<file path="src/rtl/arb_pkg.sv">
// Shared arbiter types: FSM state encoding and a constant-foldable clog2.
// No logic, no latency; no flow control of its own.
// Imported by the interface, the selector and the arbiter top.
package arb_pkg;

  typedef enum logic {
    IDLE  = 1'b0,
    GRANT = 1'b1
  } arb_state_e;

  function automatic int clog2(input int n);
    int r;
    r = 0;
    while ((1 << r) < n) r++;
    return r;
  endfunction

endpackage

</file>
<file path="src/rtl/param_priority_arbiter_if.sv">
// Request/grant bundle between requesters (master) and the arbiter (slave).
// Pure wiring, zero latency.
// The grant is held until ack; there are no other stalls.
interface param_priority_arbiter_if #(
  parameter int N = 8
) ();
  import arb_pkg::*;

  localparam int W = clog2(N);

  logic [N-1:0] req;
  logic         ack;
  logic         gnt_valid;
  logic [W-1:0] gnt_idx;
  logic [N-1:0] gnt_onehot;

  modport master (
    output req,
    output ack,
    input  gnt_valid,
    input  gnt_idx,
    input  gnt_onehot
  );

  modport slave (
    input  req,
    input  ack,
    output gnt_valid,
    output gnt_idx,
    output gnt_onehot
  );

endinterface

</file>
<file path="src/rtl/prio_select.sv">
// Combinational winner pick: fixed highest-index, or round-robin below pointer k.
// Zero latency.
// No flow control; the caller samples the result only when it can load a grant.
module prio_select
  import arb_pkg::*;
#(
  parameter  int N       = 8,
  parameter  int RR_MODE = 0,
  localparam int W       = clog2(N)
) (
  input  logic [N-1:0] req,
  input  logic [W-1:0] k,
  output logic [W-1:0] winner,
  output logic         any_req
);

  logic         found_lo;
  logic [W-1:0] lo_idx;
  logic [W-1:0] hi_idx;

  // Indices below k outrank k and above; within each group, higher index wins.
  always_comb begin
    any_req  = 1'b0;
    found_lo = 1'b0;
    lo_idx   = '0;
    hi_idx   = '0;
    for (int i = 0; i < N; i++) begin
      if (req[i]) begin
        any_req = 1'b1;
        if ((RR_MODE != 0) && (i < int'(k))) begin
          found_lo = 1'b1;
          lo_idx   = W'(i);
        end else begin
          hi_idx = W'(i);
        end
      end
    end
    winner = found_lo ? lo_idx : hi_idx;
  end

endmodule

</file>
<file path="src/rtl/param_priority_arbiter.sv">
// N-way fixed or round-robin priority arbiter with registered grant outputs.
// One cycle from request sample to gnt_valid; one idle cycle between grants.
// A grant is held stable until ack; requests are not sampled while granting.
module param_priority_arbiter
  import arb_pkg::*;
#(
  parameter int N       = 8,
  parameter int RR_MODE = 0
) (
  input logic clk,
  input logic rst,
  param_priority_arbiter_if.slave bus
);

  localparam int W = clog2(N);

  arb_state_e   state_q;
  arb_state_e   state_d;
  logic         load_grant;
  logic         any_req;
  logic [W-1:0] win_idx;
  logic [W-1:0] rr_ptr_q;

  prio_select #(
    .N       (N),
    .RR_MODE (RR_MODE)
  ) u_sel (
    .req     (bus.req),
    .k       (rr_ptr_q),
    .winner  (win_idx),
    .any_req (any_req)
  );

  always_comb begin
    state_d    = state_q;
    load_grant = 1'b0;
    case (state_q)
      IDLE: begin
        if (any_req) begin
          state_d    = GRANT;
          load_grant = 1'b1;
        end
      end
      GRANT: begin
        if (bus.ack) state_d = IDLE;
      end
      default: state_d = IDLE;
    endcase
  end

  // gnt_idx is left untouched on ack so it keeps its last value while idle.
  always_ff @(posedge clk) begin
    if (rst) begin
      state_q        <= IDLE;
      bus.gnt_valid  <= 1'b0;
      bus.gnt_idx    <= '0;
      bus.gnt_onehot <= '0;
      rr_ptr_q       <= '0;
    end else begin
      state_q <= state_d;
      if (load_grant) begin
        bus.gnt_valid  <= 1'b1;
        bus.gnt_idx    <= win_idx;
        bus.gnt_onehot <= N'(1) << win_idx;
      end else if ((state_q == GRANT) && bus.ack) begin
        bus.gnt_valid  <= 1'b0;
        bus.gnt_onehot <= '0;
        rr_ptr_q       <= bus.gnt_idx;
      end
    end
  end

endmodule

</file>
<file path="src/flat_wrapper.sv">
// flat-port wrapper written by rule: the top's interface ports become plain ports
module param_priority_arbiter_flat import arb_pkg::*;
#(
  parameter int N       = 8,
  parameter int RR_MODE = 0
)
  (clk, rst, bus_req, bus_ack, bus_gnt_valid, bus_gnt_idx, bus_gnt_onehot);
  param_priority_arbiter_if #(.N(N)) bus_i ();
  input logic clk;
  input logic rst;
  input wire logic [$bits(bus_i.req)-1:0] bus_req;
  input wire logic [$bits(bus_i.ack)-1:0] bus_ack;
  output wire logic [$bits(bus_i.gnt_valid)-1:0] bus_gnt_valid;
  output wire logic [$bits(bus_i.gnt_idx)-1:0] bus_gnt_idx;
  output wire logic [$bits(bus_i.gnt_onehot)-1:0] bus_gnt_onehot;
  assign bus_i.req = bus_req;
  assign bus_i.ack = bus_ack;
  assign bus_gnt_valid = bus_i.gnt_valid;
  assign bus_gnt_idx = bus_i.gnt_idx;
  assign bus_gnt_onehot = bus_i.gnt_onehot;
  param_priority_arbiter #(.N(N), .RR_MODE(RR_MODE)) u_core (.clk(clk), .rst(rst), .bus(bus_i));
endmodule
</file>
<file path="config.mk">
export PLATFORM = sky130hd
export DESIGN_NAME = param_priority_arbiter_flat
export DESIGN_NICKNAME = d
export VERILOG_FILES = /design/src/rtl/arb_pkg.sv /design/src/rtl/param_priority_arbiter_if.sv /design/src/rtl/prio_select.sv /design/src/rtl/param_priority_arbiter.sv /design/src/flat_wrapper.sv
export SDC_FILE = /design/constraint.sdc
export NUM_CORES = 1
export LEC_CHECK = 0
export ABC_AREA = 1
export BUFFER_PORTS_ARGS = -buffer_cell sky130_fd_sc_hd__clkbuf_2
export CORE_MARGIN = 2
export CORE_UTILIZATION = 40
export DETAILED_ROUTE_END_ITERATION = 10
export PLACE_DENSITY = 0.67
export REMOVE_ABC_BUFFERS = 1
export SLEW_MARGIN = 20
export SYNTH_ARGS = -nofsm -noshare
export SYNTH_HDL_FRONTEND = slang
export SYNTH_SLANG_ARGS = --single-unit
</file>
<file path="constraint.sdc">
create_clock -name clk -period 2.6 [get_ports clk]
set_input_delay 0.39 -clock clk [delete_from_list [all_inputs] [get_ports clk]]
set_output_delay 0.39 -clock clk [all_outputs]
set_load 0.01 [all_outputs]
</file>
* After elaboration in Yosys (flattened, before gate mapping) *
Index checks and enable logic that the tools add are counted.

cells by class
  shift operators = 1
  mux-type cells = 23
  bitwise operators = 1
  reduce and logical (&&, ||, !) cells = 2

operator list
  kind                                             count
  2-to-1 mux 3 bit                                 6
  2-to-1 mux 8 bit                                 2
  2-to-1 mux 1 bit                                 14
  << shifter 1 x 3 -> 8 bit, first input constant  1
  one-hot mux 1 bit (2 select lines)               1
  nonzero test 2 bit                               1
  logical AND 1 bit                                1
  NOT 1 bit                                        1

word-level totals
  register bits = 13
  word-level logic and storage cells = 31

* Depth between registers and ports, before layout *
  word-level depth = 11
  gate-level depth with buffers = 10
  gate-level depth less buffers = 10

* Hierarchy *
Synthesis repeated with hierarchy kept, for this count alone.

unflattened totals
  cells, all modules = 101
  area, all modules = 693.2 um2

by module, submodules not included
  module                  times used  cells each  area an instance (um2)  seq. area each (um2)
  param_priority_arbiter  1           81          615.6                   320.3
  prio_select             1           20          77.6                    0.0

* Worst setup path before layout *
Ideal clock, no wire load.

  path type = input -> register
  start = in bus_req[4]
  end = reg u_core.bus.gnt_onehot[4]
  arrival time = 1.071 ns
  data required time = 2.472 ns
  path slack = 1.402 ns
  stages on the path = 8
  buffers on the path = 0
  path through = inv_1 > nand2_1 > o21ai_0 > inv_1 > nand3_1 > nor2_1 > nor2_1 > nor2_1

between the ends
  longest elaborated chain between the ends = 7
  elaborated cells on any way between the ends = 13

ends and longest elaborated chain
  item                                                    RTL line                         source
  start, declared                                         flat_wrapper.sv:11               input wire logic [$bits(bus_i.req)-1:0] bus_req;
  2-to-1 mux 1 bit (4 in a row)                           prio_select.sv:28                if (req[i]) begin
  2-to-1 mux 1 bit                                        param_priority_arbiter.sv:39     if (any_req) begin
  2-to-1 mux 1 bit                                        param_priority_arbiter.sv:37     case (state_q)
  2-to-1 mux 8 bit or nonzero test 2 bit (tied branches)  --
  end signal, assigned                                    param_priority_arbiter.sv:64     bus.gnt_onehot <= N'(1) << win_idx;
  end, declared                                           param_priority_arbiter_if.sv:30  output gnt_onehot

Several ways; a longest one is shown, not always the timed one.
A chain may end at the register's enable or synchronous reset.

* Final worst setup path *
Same ends and word-level chain as after synthesis.

==> impl_results.md <==
- Register bit count reported by yosys: 13
- Total core area: 0.00135 mm²
- Initial antenna violation count: 0
- Final setup fails: 0
- Setup Skew: 0.0101 ns
- CTS tree: yes
- GP Congestion: 0.774
- Post-route cell area: 748 µm²
- Width of the chip: 42.6 µm
- First-pass DRT Iterations: 4
- Cell taking the most area after synthesis: dfxtp_1
- Final period util: 45.2%
- Synth Instances: 84
- Top cells by count, synth: 20 x nand2_1, 13 x dfxtp_1, 12 x inv_1, 10 x a21oi_1, 7 x nor2_1
- CTS H-tree depth: 1
- Post-synth EDFFs: 0
- F_max: 851 MHz
- Antenna viol nets, final: 0
- PwrDens: 538 mW/mm²
- Largest cells by area after synthesis: dfxtp_1 44%, nand2_1 13%, a21oi_1 8.4%
- Seq/Total Area, Yosys: 43.6%
- Clock Tree Buf Depth: 2
- Synthesis warning total: 0
- Critical path fanouts, max: 5
- Clock sinks: 13
- Final hold vios: 0
- Crit path DAT: 1.34 ns
- Setup TNS: 0 ns
- IO Pins: 23
- Latest clock arrival within the worst-skew pair: 0.28 ns
- Slew @ Worst Pin: 0.329 ns
- First-pass GRT wire length: 2180 µm
- Hold buffer count at cts: 0
- # fillers: 143
- Overflow after GRT: 0
- Residual DRC count: 0
- Post CTS Setup Buffer Count: 0
- FFs w/ async S/R, synth: 0%
- Post-synth top area share: 43.6%
- Most frequent cell after synthesis: nand2_1
- Leak: 0.000387 µW
- Via density: 4.82
- Worst hold path class: primary input to register
- Share of cells above drive strength 1: 29.4%
- Slew Limit Headroom: 77.9%
- Post-synth cell types: 16
- Critical Path End Type: register
- Max VDD drop: 0.232 mV
- Initial Util: 44.2%
- Area growth from synthesis to layout: 25.4%
- Primary FF master, synth: dfxtp_1
- Slew Limit Fails: 0
- Resized cells post-CTS: 0
- DRT Wirelength: 1290 µm
- Net count, final: 121
- Hpwl dp: 993 µm
- Pin count of the biggest net entering global routing: 13
- CP Class: primary input to register
- Die ar.: 0.00182 mm²
- Clock Pin Slew Worst Setup and Hold Paths: 0.07 ns
- Synth Area per Inst: 7.11 µm²
- Routed vias: 598
- RSZ-0062 raised after global routing: false
- Critical Path RT: 2.76 ns
- Post-Syn Area: 597 µm²
- Status: finished clean
- Max-Cap Viols: 0
- Vias in the first global route: 558
- Antenna Cells: 0
- Initial detailed-routing violation count: 9
- CTS Root Cell: clkbuf_4
- PortBufs: 22
- Startpoint types: primary input
- Cts bufs inserted: 3
- DP Area: 722 µm²
- Gr usage total: 15.3%
- Crit path time final: 1.17 ns
- WL per Instance: 10.4 µm
- Die Ht: 42.6 µm
- Row cnt: 13
==> flip-flops by register name (all words and copies together) (netlist names) <==
register,flops
u_core.bus.gnt_idx,3
u_core.bus.gnt_onehot,8
u_core.bus.gnt_valid,1
u_core.state_q,1
==> critical path: stages <==
cell      delay, ns
clkbuf_2       0.09
inv_1          0.07
nand2_1        0.05
o21ai_0        0.28
inv_1          0.17
nand3_1        0.12
nor2_1         0.05
nor2_1         0.08
nor2_1         0.04
==> kinds of logic (layout without fill, tap and decap cells) <==
logic type / Yosys count / in the layout / synth area share (%)
AO/OA/AOI/OAI: 16 / 16 / 14.0
buffers and inverters: 13 / 38 / 8.17
flip-flops: 13 / 13 / 43.6
AND/OR/NAND/NOR: 42 / 42 / 34.2
==> through the flow <==
step	power [µW]	utilization (%)	instances	setup WS [ns]	hold WS (ns)
finish	403	55.4	124	1.43	0.412
CTS	405	55.4	124	1.43	0.402
floorplan	253	-	83	1.42	0.459
detailed placement	280	53.5	120	1.14	0.455
global route	422	55.4	124	1.28	0.420
global placement	279	53.5	120	1.11	0.455
==> where the power goes <==
part,internal (µW),leakage [µW],switching (µW),total [µW]
Sequential,208,0.000107,5.10,213
Clock,59.5,0.0000150,67.8,127
Combinational,22.9,0.000265,39.1,62.0
Total,291,0.000387,112,403
==> cells in the final DEF, fill, tap and decap left out <==
master / Yosys / layout
a31oi_1: 1 / 1
clkbuf_1: 1 / 1
nand3_1: 5 / 5
nand4_1: 2 / 2
nor2_1: 7 / 7
clkbuf_2: 0 / 22
and3_1: 1 / 1
nand2_2: 2 / 2
a211oi_1: 1 / 1
nor2_4: 3 / 3
dfxtp_1: 13 / 13
nor2_2: 2 / 2
inv_1: 12 / 12
clkbuf_4: 0 / 3
a21oi_1: 10 / 10
o21ai_0: 3 / 3
nand2_1: 20 / 20
o21ai_1: 1 / 1
==> area by class of cell <==
cell class	count	area (µm²)	share of cell area, %
Clock buffer	4	26.3	3.51
Inverter	12	45.0	6.02
Multi-Input combinational cell	58	288	38.5
Sequential cell	13	260	34.8
Tap cell	15	18.8	2.51
Timing Repair Buffer	22	110	14.7
==> path summary, 6_finish.rpt <==
| check | startpoint | to | slack, ns | depth (start not counted) |
|---|---|---|---|---|
| setup / recovery | bus_req[4] | u_core.bus.gnt_onehot[4]$_SDFFE_PP0P_ | 1.43 | 9 |
| hold / removal | bus_req[7] | u_core.bus.gnt_onehot[7]$_SDFFE_PP0P_ | 0.41 | 3 |
| setup reg to reg | u_core.state_q$_SDFF_PP0_ | u_core.bus.gnt_onehot[4]$_SDFFE_PP0P_ | 1.58 | 5 |
| hold reg to reg | u_core.bus.gnt_onehot[2]$_SDFFE_PP0P_ | u_core.bus.gnt_onehot[2]$_SDFFE_PP0P_ | 0.47 | 2 |
==> routing by layer <==
layer  vias to the layer above  track usage (%)  wire length (µm)
met3                         3             4.74                86
li1                        320                -                 -
met4                         0             5.00                17
met2                        18             23.9               550
met1                       257             19.8               632
met5                         -                0                 0
No activity file was read; power rests on OpenSTA's default activity.
